<file path="src/rtl/load_store_unit_pkg.sv">
// Shared definitions for the load/store unit.
//   - RV32I funct3 codes for loads and stores
//   - mem_sign_mask access descriptors, laid out as {sign, mask[2:0]}
//   - FSM state encodings
//   - default memory-map parameters (data memory window, LED register)
package load_store_unit_pkg;

  // Memory-map defaults
  localparam logic [31:0] DMEM_BASE_DEF = 32'h0000_1000;
  localparam logic [31:0] DMEM_SIZE_DEF = 32'h0000_1000;
  localparam logic [31:0] LED_ADDR_DEF  = 32'h0000_2000;

  // Load funct3
  localparam logic [2:0] F3_LB  = 3'd0;
  localparam logic [2:0] F3_LH  = 3'd1;
  localparam logic [2:0] F3_LW  = 3'd2;
  localparam logic [2:0] F3_LBU = 3'd4;
  localparam logic [2:0] F3_LHU = 3'd5;

  // Store funct3
  localparam logic [2:0] F3_SB  = 3'd0;
  localparam logic [2:0] F3_SH  = 3'd1;
  localparam logic [2:0] F3_SW  = 3'd2;

  // mem_sign_mask encodings: bit 3 requests sign extension, bits 2:0 are the
  // byte-enable style width mask (byte = 001, half = 011, word = 111).
  localparam logic [3:0] SM_LB  = 4'b1001;
  localparam logic [3:0] SM_LBU = 4'b0001;
  localparam logic [3:0] SM_LH  = 4'b1011;
  localparam logic [3:0] SM_LHU = 4'b0011;
  localparam logic [3:0] SM_LW  = 4'b0111;
  localparam logic [3:0] SM_SB  = 4'b0001;
  localparam logic [3:0] SM_SH  = 4'b0011;
  localparam logic [3:0] SM_SW  = 4'b0111;

  // FSM states
  localparam logic [1:0] S_IDLE    = 2'd0;
  localparam logic [1:0] S_ISSUE   = 2'd1;
  localparam logic [1:0] S_RD_WAIT = 2'd2;
  localparam logic [1:0] S_RESP    = 2'd3;

endpackage

</file>
<file path="src/rtl/lsu_decode.sv">
// Combinational request decoder for the load/store unit.
// Inputs : write (1 = store), funct3, addr, wdata (right-aligned store data)
// Outputs: sign_mask (access descriptor), lane_data (store data moved to its
//          byte lane), err (illegal funct3, misaligned, or unmapped address)
module lsu_decode
  import load_store_unit_pkg::*;
#(
  parameter logic [31:0] DMEM_BASE = DMEM_BASE_DEF,
  parameter logic [31:0] DMEM_SIZE = DMEM_SIZE_DEF,
  parameter logic [31:0] LED_ADDR  = LED_ADDR_DEF
) (
  input  logic        write,
  input  logic [2:0]  funct3,
  input  logic [31:0] addr,
  input  logic [31:0] wdata,
  output logic [3:0]  sign_mask,
  output logic [31:0] lane_data,
  output logic        err
);

  // 33-bit window bounds so a window ending at 2^32 does not wrap.
  localparam logic [32:0] WIN_LO = {1'b0, DMEM_BASE};
  localparam logic [32:0] WIN_HI = {1'b0, DMEM_BASE} + {1'b0, DMEM_SIZE};

  logic f3_ok;
  logic misaligned;
  logic in_dmem;
  logic is_led;

  always_comb begin
    sign_mask = 4'b0000;
    f3_ok     = 1'b0;
    unique case (funct3)
      F3_LB:   begin sign_mask = write ? SM_SB : SM_LB; f3_ok = 1'b1; end
      F3_LH:   begin sign_mask = write ? SM_SH : SM_LH; f3_ok = 1'b1; end
      F3_LW:   begin sign_mask = write ? SM_SW : SM_LW; f3_ok = 1'b1; end
      // Unsigned loads have no store counterpart.
      F3_LBU:  begin sign_mask = SM_LBU; f3_ok = !write; end
      F3_LHU:  begin sign_mask = SM_LHU; f3_ok = !write; end
      default: begin sign_mask = 4'b0000; f3_ok = 1'b0; end
    endcase
  end

  // funct3[1:0] gives the access size for every legal code.
  always_comb begin
    unique case (funct3[1:0])
      2'b01:   misaligned = addr[0];
      2'b10:   misaligned = (addr[1:0] != 2'b00);
      default: misaligned = 1'b0;
    endcase
  end

  assign in_dmem   = ({1'b0, addr} >= WIN_LO) && ({1'b0, addr} < WIN_HI);
  // The LED register only accepts full-word stores.
  assign is_led    = write && (funct3 == F3_SW) && (addr == LED_ADDR);
  assign err       = !f3_ok || misaligned || !(in_dmem || is_led);
  assign lane_data = wdata << {addr[1:0], 3'b000};

endmodule

</file>
<file path="src/rtl/load_store_unit.sv">
// Load/store unit: accepts one load or store at a time from the pipeline,
// issues it to data memory as a one-cycle strobe and returns a response.
// Ports:
//   clk, rst_n                     clock, asynchronous active-low reset
//   req_valid/req_ready            request handshake
//   req_write, req_funct3,
//   req_addr, req_wdata            request payload
//   rsp_valid/rsp_ready            response handshake
//   rsp_data, rsp_err              load result (0 for stores/errors), error
//   mem_addr, mem_write_data,
//   mem_memwrite, mem_memread,
//   mem_sign_mask                  data memory command
//   mem_read_data                  extended load data from memory
module load_store_unit
  import load_store_unit_pkg::*;
#(
  parameter logic [31:0] DMEM_BASE = DMEM_BASE_DEF,
  parameter logic [31:0] DMEM_SIZE = DMEM_SIZE_DEF,
  parameter logic [31:0] LED_ADDR  = LED_ADDR_DEF
) (
  input  logic        clk,
  input  logic        rst_n,
  input  logic        req_valid,
  output logic        req_ready,
  input  logic        req_write,
  input  logic [2:0]  req_funct3,
  input  logic [31:0] req_addr,
  input  logic [31:0] req_wdata,
  output logic        rsp_valid,
  input  logic        rsp_ready,
  output logic [31:0] rsp_data,
  output logic        rsp_err,
  output logic [31:0] mem_addr,
  output logic [31:0] mem_write_data,
  output logic        mem_memwrite,
  output logic        mem_memread,
  output logic [3:0]  mem_sign_mask,
  input  logic [31:0] mem_read_data
);

  logic [1:0]  state_q, state_d;
  logic        write_q, write_d;
  logic [31:0] mem_addr_q, mem_addr_d;
  logic [31:0] mem_wdata_q, mem_wdata_d;
  logic [3:0]  mem_sign_mask_q, mem_sign_mask_d;
  logic [31:0] rsp_data_q, rsp_data_d;
  logic        rsp_err_q, rsp_err_d;

  logic [3:0]  dec_sign_mask;
  logic [31:0] dec_lane_data;
  logic        dec_err;
  logic        accept;

  lsu_decode #(
    .DMEM_BASE (DMEM_BASE),
    .DMEM_SIZE (DMEM_SIZE),
    .LED_ADDR  (LED_ADDR)
  ) u_decode (
    .write     (req_write),
    .funct3    (req_funct3),
    .addr      (req_addr),
    .wdata     (req_wdata),
    .sign_mask (dec_sign_mask),
    .lane_data (dec_lane_data),
    .err       (dec_err)
  );

  // Gated with rst_n so ready reads 0 for the whole reset window, not just
  // after the next clock edge.
  assign req_ready = rst_n && (state_q == S_IDLE);
  assign accept    = req_valid && req_ready;

  always_comb begin
    state_d         = state_q;
    write_d         = write_q;
    mem_addr_d      = mem_addr_q;
    mem_wdata_d     = mem_wdata_q;
    mem_sign_mask_d = mem_sign_mask_q;
    rsp_data_d      = rsp_data_q;
    rsp_err_d       = rsp_err_q;
    unique case (state_q)
      S_IDLE: begin
        if (accept) begin
          write_d    = req_write;
          rsp_data_d = 32'h0;
          rsp_err_d  = dec_err;
          if (dec_err) begin
            // Errored requests never reach memory; memory command regs keep
            // their old contents, which is harmless since no strobe follows.
            state_d = S_RESP;
          end else begin
            state_d         = S_ISSUE;
            mem_addr_d      = req_addr;
            mem_wdata_d     = dec_lane_data;
            mem_sign_mask_d = dec_sign_mask;
          end
        end
      end
      S_ISSUE:   state_d = write_q ? S_RESP : S_RD_WAIT;
      S_RD_WAIT: begin
        rsp_data_d = mem_read_data;
        state_d    = S_RESP;
      end
      S_RESP:    if (rsp_ready) state_d = S_IDLE;
      default:   state_d = S_IDLE;
    endcase
  end

  always_ff @(posedge clk or negedge rst_n) begin
    if (!rst_n) begin
      state_q         <= S_IDLE;
      write_q         <= 1'b0;
      mem_addr_q      <= 32'h0;
      mem_wdata_q     <= 32'h0;
      mem_sign_mask_q <= 4'h0;
      rsp_data_q      <= 32'h0;
      rsp_err_q       <= 1'b0;
    end else begin
      state_q         <= state_d;
      write_q         <= write_d;
      mem_addr_q      <= mem_addr_d;
      mem_wdata_q     <= mem_wdata_d;
      mem_sign_mask_q <= mem_sign_mask_d;
      rsp_data_q      <= rsp_data_d;
      rsp_err_q       <= rsp_err_d;
    end
  end

  // Strobes decode straight from state so they drop the instant reset
  // forces the state back to IDLE.
  assign mem_memread    = (state_q == S_ISSUE) && !write_q;
  assign mem_memwrite   = (state_q == S_ISSUE) &&  write_q;
  assign mem_addr       = mem_addr_q;
  assign mem_write_data = mem_wdata_q;
  assign mem_sign_mask  = mem_sign_mask_q;
  assign rsp_valid      = (state_q == S_RESP);
  assign rsp_data       = rsp_data_q;
  assign rsp_err        = rsp_err_q;

endmodule
</file>
<file path="config.mk">
export PLATFORM = sky130hd
export DESIGN_NAME = load_store_unit
export DESIGN_NICKNAME = d
export VERILOG_FILES = /design/src/rtl/load_store_unit_pkg.sv /design/src/rtl/lsu_decode.sv /design/src/rtl/load_store_unit.sv
export SDC_FILE = /design/constraint.sdc
export NUM_CORES = 1
export LEC_CHECK = 0
export ABC_AREA = 1
export BUFFER_PORTS_ARGS = -buffer_cell sky130_fd_sc_hd__buf_2
export CORE_MARGIN = 2
export CORE_UTILIZATION = 30
export CTS_CLUSTER_SIZE = 10
export DETAILED_ROUTE_END_ITERATION = 8
export GPL_ROUTABILITY_DRIVEN = 0
export PLACE_DENSITY = 0.57
export SLEW_MARGIN = 20
export SYNTH_ARGS = -nofsm -noshare
export SYNTH_HDL_FRONTEND = slang
export SYNTH_SLANG_ARGS = --single-unit
</file>
<file path="constraint.sdc">
create_clock -name clk -period 2 [get_ports clk]
set_clock_uncertainty 0.2 [all_clocks]
set_input_delay 0.6 -clock clk [delete_from_list [all_inputs] [get_ports clk]]
set_output_delay 0.6 -clock clk [all_outputs]
set_load 0.1 [all_outputs]
</file>
==> flow_summary.ini <==
[yosys]
synth_simple_gate_area_share = 0.230
synth_nets = 740
avgSynthCellArea_um2 = 8.17
synthArstFlopShare = 1.00
synthTopCellsByCount = nand2_1, dfrtp_1, inv_1, o21ai_0, nand3_1
ys_ff_latch = 104
synth_top_family_by_area = simple AND/OR/NAND/NOR gates
netlist_area_mm2 = 0.00513
post-synth-top-count-cell = nand2_1
synth_compound_area_frac = 0.114
yosys_warnings = 0
yosysSeqAreaShare = 0.507
synth.top_cell.area_share = 0.507
synth_fa_ha_area_frac = 0.0195
synthCells = 628
yosysTopAreaCell = dfrtp_1
synth-edff-count = 0
synthFlopType = dfrtp_1
synth_area_leaders = dfrtp_1, nand2_1, inv_1
synth_cell_types = 31
synth_xor_area_frac = 0
synthMuxAreaShare = 0.0156

[timing]
rsz0062_at_grt = yes
maxSlewViolCount = 0
hold-worst-slack_ns = 0.172
hold_viol = 0
finalSetupViolCount = 4
period_needed_ns = 2.14
finalCritPeriodShare = 1.07
fmax_mhz = 467
worst_slack_ns = -0.140
slew_headroom = 0.610
worst_pin_slew_ns = 0.584

[layout]
multi_input_area_mm2 = 0.00218
regArea_mm2 = 0.00260
finalNonFillerCells = 1097
postLayoutCoreUtil = 0.454
num_antenna_cells = 0
layout-drive-gt1-share = 0.414
syn2layout_area_growth_pct = 47.3
nets = 985
fill_cells = 1694

[die]
core_area_mm2 = 0.0166
pin_count = 209
rows = 47
die_area_mm2 = 0.0182
die_w_um = 135
start_util = 0.308
die_y_um = 135

[global_route]
grt_usage = 0.165
grt_pass1_wl_mm = 23.8
grt.overflow.total = 0
grt_antenna_before_repair = 0
grt_max_degree = 105
grt_pass1_vias = 4759

[critical_path]
crit_arrival_ns = 1.34
critPathKind = reg -> out
crit_buf_inv = 2
path_cells = ha_4 -> nand2_2 -> clkinvlp_4 -> buf_12
max_stage_delay_ns = 0.45
cp.required_ns = 1.20
reg2regPathDepth = 11
crit_path_end_kind = output port
reg2reg_setup_slack_ns = 0.05
path_depth = 4
worstPathMaxFanout = 3
worst_path_max_delay_cell = dfrtp_2
crit_family = flip-flops
crit_path_start_kind = register

[run]
drv_cap = 0

[placement]
io_buffers = 208
place_inst = 1062
hpwl_mm = 10.8
dp_slack_ns = -0.305

[worst_hold_path]
hold_path.class = in -> async

[power]
power_density_mw_per_mm2 = 1230
pwr-share-comb = 0.530
leakagePower_nw = 4.12
p_switching_w = 0.00479
clockPowerShare = 0.184
power_frac_seq = 0.286
switching_share = 0.517
ir_drop_uv = 878
internal-power_w = 0.00447

[cts]
clkTransAtPathRegs_ns = 0.08
cts_sinks = 104
clockRootBuffer = clkbuf_16
clock_latency_ns = 0.35
cts_buffer_depth = 2
numCtsBuffers = 9
ctsHtreeMaxLevel = 3
cts_hold_buf = 0
cts_tree = yes

[drt]
wl_mm = 15.7
ant_nets = 0
viasPerCell = 4.44
firstDrtPassIters = 4
drc = 0
drtIter0Drc = 209
vias = 4869
routedWlPerCell_um = 14.3

[run_status]
violations = negative setup slack
status = complete, but fails checks
-- power by group through the flow --
stage	Combinational, W	Clock [W]	Sequential (W)
2_1_floorplan	0.00122	0	0.00495
3_3_place_gp	0.00461	0	0.00267
3_5_place_dp	0.00462	0	0.00268
4_1_cts	0.00478	0.00176	0.00265
5_1_grt	0.00520	0.00185	0.00270
6_report	0.00491	0.00170	0.00265
-- sequential cells by signal, indices dropped and copies added (netlist names) --
signal	count
rsp_err	1
write_q	1
mem_addr	32
mem_sign_mask	4
mem_write_data	32
rsp_data	32
state_q	2
-- metrics by stage --
step                total power [W]  TNS [ns]  cell area (µm²)
floorplan                   0.00618   -0.0387             5260
detailed placement          0.00730    -16.56             6880
CTS                         0.00919    -0.462             7270
global placement            0.00728    -15.62             6880
finish                      0.00926    -0.429             7550
global route                0.00975     -1.12             7550
-- layout by cell type, fill, tap and decap left out, drive strengths merged --
| cell type | n |
|---|---|
| o21a | 1 |
| nor3 | 1 |
| a31o | 8 |
| clkinvlp | 2 |
| mux2i | 8 |
| nand2 | 145 |
| o211ai | 9 |
| a31oi | 1 |
| inv | 112 |
| clkinv | 4 |
| nor2 | 25 |
| or2 | 18 |
| and2 | 1 |
| buf | 251 |
| clkbuf | 20 |
| ha | 8 |
| nand4 | 12 |
| a21oi | 12 |
| dfrtp | 104 |
| nand3 | 60 |
| o21ai | 75 |
-- per-layer routing --
layer	GRT usage	wire, µm	vias up
met3	0.0435	1000	13
met2	0.272	7160	155
li1	-	-	2487
met4	0.0415	165	0
met1	0.217	7330	2214
met5	0	0	-
-- logic make-up after synthesis --
logic type	after synthesis
and+or+nand+nor	259
buffers and inverters	143
AOI/OAI and AO/OA	106
DFF	104
muxes	8
adders and majority gates	8
-- worst paths after layout --
| path | to | from |
|---|---|---|
| max in group asynchronous | state_q[0] | rst_n |
| min in group clk | mem_addr[14] | mem_addr[14] |
| setup / recovery | mem_memwrite | state_q[0] |
| hold reg to reg | mem_addr[14] | mem_addr[14] |
| hold / removal | mem_write_data[17] | rst_n |
| setup reg to reg | mem_write_data[17] | state_q[0] |
-- cell type report --
cell class                      count  area share
Clock buffer                        9      0.0298
Timing Repair Buffer              262       0.233
Sequential cell                   104       0.345
Inverter                          112      0.0606
Tap cell                          220      0.0364
Multi-Input combinational cell    384       0.288
Clock inverter                      6     0.00679
-- repair_timing --
item | CTS | global route
gates resized for setup | 18 | 67
gates cloned | 0 | 8
buffers inserted | 6 | 8
pin swaps | 2 | 7
endpoints found under the setup margin | 8 | 30
Power figures use the tool's default switching activity.
